File: config.mk
export PLATFORM = sky130hd
export DESIGN_NAME = cell_ram_arbiter
export DESIGN_NICKNAME = d
export VERILOG_FILES = /design/src/rtl/cell_ram_pkg.sv /design/src/rtl/cell_ram_rd_tag_pipe.sv /design/src/rtl/cell_ram_arbiter.sv
export SDC_FILE = /design/constraint.sdc
export NUM_CORES = 1
export LEC_CHECK = 0
export ABC_AREA = 1
export BUFFER_PORTS_ARGS = -buffer_cell sky130_fd_sc_hd__buf_2
export CAP_MARGIN = 10
export CORE_AREA = 2 2 96 98
export CTS_CLUSTER_SIZE = 24
export DETAILED_ROUTE_END_ITERATION = 8
export DIE_AREA = 0 0 98 100
export HOLD_SLACK_MARGIN = 0.02
export PLACE_DENSITY = 0.8
export SLEW_MARGIN = 20
export SYNTH_ARGS = -nofsm -noshare
export SYNTH_HDL_FRONTEND = slang
export SYNTH_SLANG_ARGS = --single-unit
File: constraint.sdc
create_clock -name clk_ram -period 1.9 [get_ports clk_ram]
set_clock_uncertainty 0.05 [all_clocks]
set_input_delay 0.38 -clock clk_ram [delete_from_list [all_inputs] [get_ports clk_ram]]
set_output_delay 0.38 -clock clk_ram [all_outputs]
set_load 0.1 [all_outputs]
File: src/rtl/cell_ram_pkg.sv
// Shared types and default constants for the cell RAM arbiter.
package cell_ram_pkg;

  localparam int ADDR_W_DEF     = 24;
  localparam int RD_LAT_DEF     = 2;
  localparam int STARVE_MAX_DEF = 8;

  typedef enum logic [1:0] {
    REQ_LDR,
    REQ_ENG,
    REQ_VGA
  } requester_e;

  typedef struct packed {
    logic       valid;
    requester_e owner;
  } rd_tag_t;

  function automatic logic [31:0] sat_inc32(input logic [31:0] v);
    return (v == 32'hffff_ffff) ? v : v + 32'd1;
  endfunction

endpackage

File: src/rtl/cell_ram_rd_tag_pipe.sv
// Fixed-depth shift register that carries read ownership alongside the RAM read latency.
module cell_ram_rd_tag_pipe
  import cell_ram_pkg::*;
#(
  parameter int DEPTH = RD_LAT_DEF + 1
) (
  input  logic    clk_ram,
  input  logic    reset,
  input  rd_tag_t tag_in,
  output rd_tag_t tag_out
);

  rd_tag_t stage [DEPTH];

  always_ff @(posedge clk_ram or posedge reset) begin
    if (reset) begin
      for (int i = 0; i < DEPTH; i++) stage[i] <= '0;
    end else begin
      stage[0] <= tag_in;
      for (int i = 1; i < DEPTH; i++) stage[i] <= stage[i-1];
    end
  end

  assign tag_out = stage[DEPTH-1];

endmodule

File: src/rtl/cell_ram_arbiter.sv
// Single-port cell RAM arbiter for SD loader, life engine and VGA scan-out.
// Define CELL_ARB_STATS_EN to build the per-requester transfer/stall counters.
module cell_ram_arbiter
  import cell_ram_pkg::*;
#(
  parameter int ADDR_W     = ADDR_W_DEF,
  parameter int RD_LAT     = RD_LAT_DEF,
  parameter int STARVE_MAX = STARVE_MAX_DEF
) (
  input  logic              clk_ram,
  input  logic              reset,
  input  logic              load_done,
  input  logic              ldr_req,
  input  logic [ADDR_W-1:0] ldr_addr,
  input  logic              ldr_wdata,
  output logic              ldr_ready,
  input  logic              eng_req,
  input  logic              eng_we,
  input  logic [ADDR_W-1:0] eng_addr,
  input  logic              eng_wdata,
  output logic              eng_ready,
  output logic              eng_rvalid,
  input  logic              vga_req,
  input  logic [ADDR_W-1:0] vga_addr,
  output logic              vga_ready,
  output logic              vga_rvalid,
  output logic              rdata,
  output logic              eng_hold,
  output logic [ADDR_W-1:0] ram_addr,
  output logic              ram_wdata,
  output logic              ram_wren,
  output logic              ram_rden,
  input  logic              ram_q,
  output logic [31:0]       stat_ldr,
  output logic [31:0]       stat_eng,
  output logic [31:0]       stat_vga,
  output logic [31:0]       stat_stall
);

  localparam int SC_W = $clog2(STARVE_MAX + 1);

  logic [SC_W-1:0]   starve_cnt;
  logic              eng_elig;
  logic              eng_force;
  logic              grant_ldr, grant_eng, grant_vga;
  logic              xfer;
  logic              win_we;
  logic [ADDR_W-1:0] win_addr;
  logic              win_wdata;
  requester_e        win_owner;
  requester_e        rd_owner;
  rd_tag_t           tag_in, tag_out;

  assign eng_elig  = eng_req && !eng_hold;
  assign eng_force = eng_elig && (starve_cnt == SC_W'(STARVE_MAX));

  // Handshake: a transfer happens on the rising edge where x_req && x_ready; x_ready is
  // combinational from the reqs and registered state, at most one is high, and the
  // requester keeps addr/we/wdata stable while req is high and ready is low.
  always_comb begin
    grant_ldr = 1'b0;
    grant_eng = 1'b0;
    grant_vga = 1'b0;
    if (eng_force)     grant_eng = 1'b1;
    else if (vga_req)  grant_vga = 1'b1;
    else if (ldr_req)  grant_ldr = 1'b1;
    else if (eng_elig) grant_eng = 1'b1;
  end

  assign ldr_ready = grant_ldr;
  assign eng_ready = grant_eng;
  assign vga_ready = grant_vga;
  assign xfer      = grant_ldr || grant_eng || grant_vga;

  always_comb begin
    win_we    = 1'b0;
    win_addr  = vga_addr;
    win_wdata = 1'b0;
    win_owner = REQ_VGA;
    if (grant_ldr) begin
      win_we    = 1'b1;
      win_addr  = ldr_addr;
      win_wdata = ldr_wdata;
      win_owner = REQ_LDR;
    end else if (grant_eng) begin
      win_we    = eng_we;
      win_addr  = eng_addr;
      win_wdata = eng_wdata;
      win_owner = REQ_ENG;
    end
  end

  always_ff @(posedge clk_ram or posedge reset) begin
    if (reset) begin
      eng_hold   <= 1'b1;
      starve_cnt <= '0;
      ram_addr   <= '0;
      ram_wdata  <= 1'b0;
      ram_wren   <= 1'b0;
      ram_rden   <= 1'b0;
      rd_owner   <= REQ_LDR;
      rdata      <= 1'b0;
    end else begin
      eng_hold <= !load_done;
      rdata    <= ram_q;
      ram_wren <= xfer && win_we;
      ram_rden <= xfer && !win_we;
      if (xfer) begin
        ram_addr  <= win_addr;
        ram_wdata <= win_wdata;
        rd_owner  <= win_owner;
      end
      if (!eng_req || grant_eng)
        starve_cnt <= '0;
      else if (eng_elig && starve_cnt != SC_W'(STARVE_MAX))
        starve_cnt <= starve_cnt + SC_W'(1);
    end
  end

  // The pipe starts from the registered read strobe, so its last stage lines up with rdata.
  assign tag_in.valid = ram_rden;
  assign tag_in.owner = rd_owner;

  cell_ram_rd_tag_pipe #(
    .DEPTH(RD_LAT + 1)
  ) u_tag_pipe (
    .clk_ram(clk_ram),
    .reset  (reset),
    .tag_in (tag_in),
    .tag_out(tag_out)
  );

  assign eng_rvalid = tag_out.valid && (tag_out.owner == REQ_ENG);
  assign vga_rvalid = tag_out.valid && (tag_out.owner == REQ_VGA);

`ifdef CELL_ARB_STATS_EN
  logic load_rise;
  assign load_rise = load_done && eng_hold;

  always_ff @(posedge clk_ram or posedge reset) begin
    if (reset) begin
      stat_ldr   <= '0;
      stat_eng   <= '0;
      stat_vga   <= '0;
      stat_stall <= '0;
    end else if (load_rise) begin
      stat_ldr   <= '0;
      stat_eng   <= '0;
      stat_vga   <= '0;
      stat_stall <= '0;
    end else begin
      if (grant_ldr) stat_ldr <= sat_inc32(stat_ldr);
      if (grant_eng) stat_eng <= sat_inc32(stat_eng);
      if (grant_vga) stat_vga <= sat_inc32(stat_vga);
      if (eng_elig && !grant_eng) stat_stall <= sat_inc32(stat_stall);
    end
  end
`else
  assign stat_ldr   = 32'd0;
  assign stat_eng   = 32'd0;
  assign stat_vga   = 32'd0;
  assign stat_stall = 32'd0;
`endif

endmodule

==> impl_metrics.yaml, run 1 <==
status:
  outcome: "finished, violations left"
  violations: "setup timing"
layout:
  fill_cells: 936
  layout.nets: 628
  syn2layout_area_growth_pct: 15.3
  layout-drive-gt1-share: 0.306
  diodes: 0
sta:
  rsz0062_at_grt: "true"
  worstMarginPinSlew_ps: 521
  setup_viol: 3
  period_minus_slack_ps: 1950
  period_share: 1.03
  hold_viol: 0
  slew_viol_final: 0
  fmax_mhz: 512
  slew_headroom: 0.655
  setup_tns_ps: -126
  holdWs_ps: 130
  final.setup.worst_slack_ps: -53.1
place:
  pre_cts_ws_ps: 61.8
  io_buffers: 115
  gp_congestion: 0.770
  hpwl_um: 5920
clock_network:
  cts_inserted_buffers: 5
  clock_latency_ps: 300
  htree_levels: 2
  clkTransAtPathRegs_ps: 90
  cts.sinks: 44
  cts_tree: "done"
  cts_root_buf: "clkbuf_8"
  max-clock-path-buffers: 2
run:
  drv_cap: 0
grt:
  grt_max_degree: 35
  grt_pass1_vias: 2421
  antenna_found_initial: 0
  grt_first_pass_wirelength_um: 11500
  gr-total-overflow: 0
  grt_usage: 0.147
die:
  core_um2: 8890
  die_w_um: 98
  start_util: 0.369
  die_h_um: 100
  dieArea_um2: 9800
  std_cell_rows: 35
  io_pins: 244
drt:
  vias: 2700
  drtIter0Drc: 87
  wirelength_um: 7530
  wire_per_inst_um: 11.5
  first_pass_iters: 5
  viasPerCell: 4.12
  drtAntennaViolNets: 0
  drcViolationCount: 0
power_and_ir_drop:
  vdd_drop_max_mv: 0.369
  leakagePower_nw: 2.16
  p_per_area_nw_per_um2: 1060
  power_w: 0.00402
yosys:
  yosysUniqueCellTypes: 25
  synth_seq_cells: 44
  synth.cell_area_um2: 3280
  yosysWarningCount: 0
  avgSynthCellArea_um2: 7.86
  seq_area_frac_synth: 0.336
  synthCells: 418
setup_path:
  crit_path_end_kind: "output pin"
  crit_arrival_ps: 1520
  setup.worst_path.start_class: "register"
  critPathSlowestCell: "dfrtp_1"
  path_common_cell: "inv_2"
  path_cells: "inv_2 -> ha_4 -> nand2_2 -> inv_2 -> nand3_4 -> nand2_4 -> clkinvlp_4 -> buf_12"
  crit_buf_inv: 4
  slowest_delay_ps: 400
  cp_top_family: "buffers and inverters"
  critPathMaxFanout: 5
  critPathKind: "register to output pin"
  worstPathRequired_ps: 1470
min_path:
  hold_class: "input pin to register"
-- power by group --
group          leakage (nW)  internal (W)  total, W  switching [W]
clock network        0.0548      0.000396  0.000746       0.000350
logic                  1.57      0.000277   0.00218        0.00190
registers             0.528       0.00104   0.00109      0.0000536
total                  2.16       0.00171   0.00402        0.00231
-- cell type report --
type                            count  area, µm²  area share
Clock buffer                        5       68.8      0.0182
Clock inverter                      3       46.3      0.0122
Inverter                           31        124      0.0327
Multi-Input combinational cell    325       1480       0.392
Sequential cell                    44       1110       0.292
Tap cell                          111        139      0.0367
Timing Repair Buffer              137        820       0.216
-- Yosys cell counts, drive strengths merged --
library cell	number	share of area
o2111ai	11	0.029
inv	27	0.031
ha	2	0.0076
dfrtp	43	0.33
o21ai	5	0.0076
xor2	2	0.0053
nand3	43	0.071
dfstp	1	0.0080
a21oi	13	0.024
nand4	9	0.017
conb	1	0.0011
buf	142	0.32
nand2	92	0.11
clkinv	4	0.0046
nor2	20	0.026
clkbuf	3	0.0034
-- through the flow --
step | instance area, µm² | std cells | utilization
2_1_floorplan | 3780 | 545 | -
3_3_place_gp | 3580 | 639 | 0.403
3_5_place_dp | 3580 | 639 | 0.403
4_1_cts | 3770 | 654 | 0.424
5_1_grt | 3790 | 656 | 0.426
6_report | 3790 | 656 | 0.426
-- registers in the layout (all words and copies together) (netlist names) --
signal / count
rd_owner: 2
u_tag_pipe.stage: 6
starve_cnt: 4
u_tag_pipe.tag_out: 3
ram_addr: 24
eng_hold: 1
ram_wdata: 1
ram_rden: 1
ram_wren: 1
rdata: 1
-- cells by family after synthesis --
logic type                 synth area share
AOI/OAI and AO/OA                    0.0613
xor gates and xnor gates            0.00533
adders and majority gates           0.00762
buffers and inverters                 0.363
DFF                                   0.336
other                               0.00114
and+or+nand+nor                       0.226
-- per-layer routing --
layer / GRT usage / vias to the layer above / share of wire
li1: - / 1319 / -
met1: 0.167 / 1237 / 0.39
met2: 0.268 / 134 / 0.51
met3: 0.0425 / 10 / 0.086
met4: 0.0427 / 0 / 0.014
met5: 0 / - / 0
-- final timing paths --
path	start	endpoint	slack (ps)	cells past startpoint
max reg2reg	eng_hold	ram_addr[2]	190	9
max	starve_cnt[1]	ldr_ready	-50	8
min reg2reg	u_tag_pipe.stage[8]	u_tag_pipe.stage[5]	300	0
min in group asynchronous	reset	ram_addr[10]	550	3
max in group asynchronous	reset	eng_hold	690	4
min	ram_q	rdata	130	1
-- cell usage in the layout (no fill, tap or decap), types with 2 or more instances in the layout --
cell,Yosys,routed
o21ai_0,5,5
buf_2,8,111
buf_4,129,19
a21oi_1,9,9
inv_2,2,6
buf_12,0,5
dfrtp_1,43,43
nand2_4,3,3
a21oi_2,4,4
o2111ai_1,11,11
clkinvlp_4,0,3
nor2_1,18,18
nand2_2,0,2
clkinv_1,4,4
conb_1,1,128
clkbuf_8,0,5
inv_1,25,19
nand4_1,9,9
nand3_1,41,41
nand2_1,89,87
xor2_1,2,2
-- what timing repair did --
item                                   CTS  global route
resized for setup                        6             1
buffers inserted                         6             2
setup endpoints to repair                3             7
endpoints found under the hold margin   10             0
hold buffers                             1             0
pin swaps                                2             1
No activity file was read; power rests on OpenSTA's default activity.
==> run 2, diff against run 1 <==
Settings changed: GPL_TIMING_DRIVEN from default to 0, TNS_END_PERCENT from default to 20.
==> run 2 against run 1 <==
Against the previous run:
- the flow still finishes with violations (setup timing)
- die area stayed put
- first-iteration DRC count rose by 18%
- utilization up 11 points
- sequential share of layout area shrank 6.0 points
- clock power decreased by 0.5%
- sequential power hardly changed
- cell count rose by 20%
- combinational power grew 11%
- non-clock buffer count is 134 higher
- largest power group unchanged
==> impl_metrics.yaml, run 2 (synthesis results as in run 1) <==
status:
  outcome: "finished, violations left"
  violations: "setup timing"
clock_network:
  holdBufCountCts: 0
  clkTransAtPathRegs_ps: 90
  max-clock-path-buffers: 2
  htree_levels: 2
  clock_latency_ps: 300
  cts_root_buf: "clkbuf_8"
  cts_tree: "done"
  cts.sinks: 44
  cts_inserted_buffers: 5
sta:
  period_minus_slack_ps: 2140
  period_share: 1.13
  hold_viol: 0
  final.setup.worst_slack_ps: -243
  worstMarginPinSlew_ps: 548
  setup_tns_ps: -605
  slew_headroom: 0.635
  fmax_mhz: 467
  setup_viol: 3
  rsz0062_at_grt: "true"
  slew_viol_final: 0
  holdWs_ps: 11.2
power_and_ir_drop:
  power_frac_comb: 0.569
  leakagePower_nw: 2.87
  switching_share: 0.552
  p_int_w: 0.00190
  power_frac_seq: 0.257
  p_per_area_nw_per_um2: 891
  switching_power_w: 0.00235
  clock_power_share: 0.174
  vdd_drop_max_mv: 0.410
  power_w: 0.00425
die:
  start_util: 0.369
  die_h_um: 100
  io_pins: 244
  core_um2: 8890
  die_w_um: 98
  dieArea_um2: 9800
  std_cell_rows: 35
layout:
  syn2layout_area_growth_pct: 45.4
  diodes: 0
  layout-drive-gt1-share: 0.440
  fin_area_um2: 4780
  layout.nets: 762
  layout_common_cells: "138 x buf_4, 128 x conb_1, 120 x buf_2"
  largestRegisters: "ram_addr (24), u_tag_pipe.stage (6), starve_cnt (4)"
  final_common_cell: "buf_4"
  fill_cells: 847
  largest_register: "ram_addr"
  largest_reg_flops: 24
grt:
  grt_first_pass_wirelength_um: 13600
  antenna_found_initial: 0
  grt_max_degree: 28
  gr-total-overflow: 0
  grt_pass1_vias: 2950
  grt_usage: 0.171
place:
  gp_congestion: 0.863
  pre_cts_ws_ps: -228
  hpwl_um: 7080
  io_buffers: 115
  postPlaceCellArea_um2: 4510
drt:
  wirelength_um: 8790
  wire_per_inst_um: 11.1
  viasPerCell: 3.97
  drtAntennaViolNets: 0
  drcViolationCount: 0
  vias: 3139
  first_pass_iters: 4
  drtIter0Drc: 103
setup_path:
  crit_arrival_ps: 1710
  critPathKind: "register to output pin"
  critPathSlowestCell: "dfrtp_1"
  r2r_slack_ps: 170
  reg2reg_depth: 11
  crit_buf_inv: 6
  worstPathRequired_ps: 1470
  path_cells: "inv_2 -> ha_4 -> nand2_2 -> inv_2 -> nand3_4 -> buf_8 -> buf_8 -> nand2_4 -> clkinvlp_4 -> buf_12"
  crit_path_end_kind: "output pin"
  critPathMaxFanout: 3
  r2r-end: "ram_addr[5]"
  slowest_delay_ps: 410
  timing.rr.start: "starve_cnt[1]"
  cp_top_family: "buffers and inverters"
  setup.worst_path.start_class: "register"
  crit_start: "starve_cnt[1]"
min_path:
  hold_class: "input pin to async pin"
run:
  drv_cap: 0
## run 2: cell types whose count changed in the layout (fill, tap and decap cells not counted), sizes merged
cell,previous run,this run
buf,136,268
dlygate4sd3,1,0
clkbuf,5,8
## run 2: final cells by class
cell class                 instances  area (µm²)  area share
tap                              111         139      0.0291
timing repair buffer             126         707       0.148
clock buffer                       5        68.8      0.0144
sequential                        44        1110       0.232
multi-input combinational        325        1500       0.314
clock inverter                     3        46.3     0.00969
inverter                          31         124      0.0259
buffer                           145        1090       0.228
## run 2: worst max path at each step
stage | cells past startpoint | slack (ps) | endpoint
floorplan | 2 | -160 | eng_rvalid
global placement | 10 | -210 | vga_ready
detailed placement | 10 | -230 | vga_ready
CTS | 10 | -230 | vga_ready
global route | 10 | -300 | vga_ready
finish | 10 | -240 | vga_ready
## run 2: through the flow
step	util	cells
after floorplan	-	545
after global placement	0.505	771
after detailed placement	0.508	772
after CTS	0.531	786
after global routing	0.537	790
final	0.537	790
## run 2: power by group through the flow
| stage | clock network (W) | registers, W | logic [W] |
|---|---|---|---|
| floorplan | 0 | 0.00159 | 0.00157 |
| global placement | 0 | 0.00110 | 0.00228 |
| detailed placement | 0 | 0.00111 | 0.00230 |
| CTS | 0.000761 | 0.00109 | 0.00235 |
| global route | 0.000807 | 0.00110 | 0.00252 |
| finish | 0.000742 | 0.00109 | 0.00242 |
## run 2: metal layers
metal | part of all wire | GRT usage
met5 | 0 | 0
met4 | 0.0099 | 0.0470
met3 | 0.093 | 0.0487
met2 | 0.53 | 0.318
met1 | 0.37 | 0.191
## run 2: repair_timing
item | CTS | global route
setup endpoints to repair | 3 | 3
gates resized for setup | 15 | 5
pin swaps | 0 | 1
buffers inserted | 6 | 4
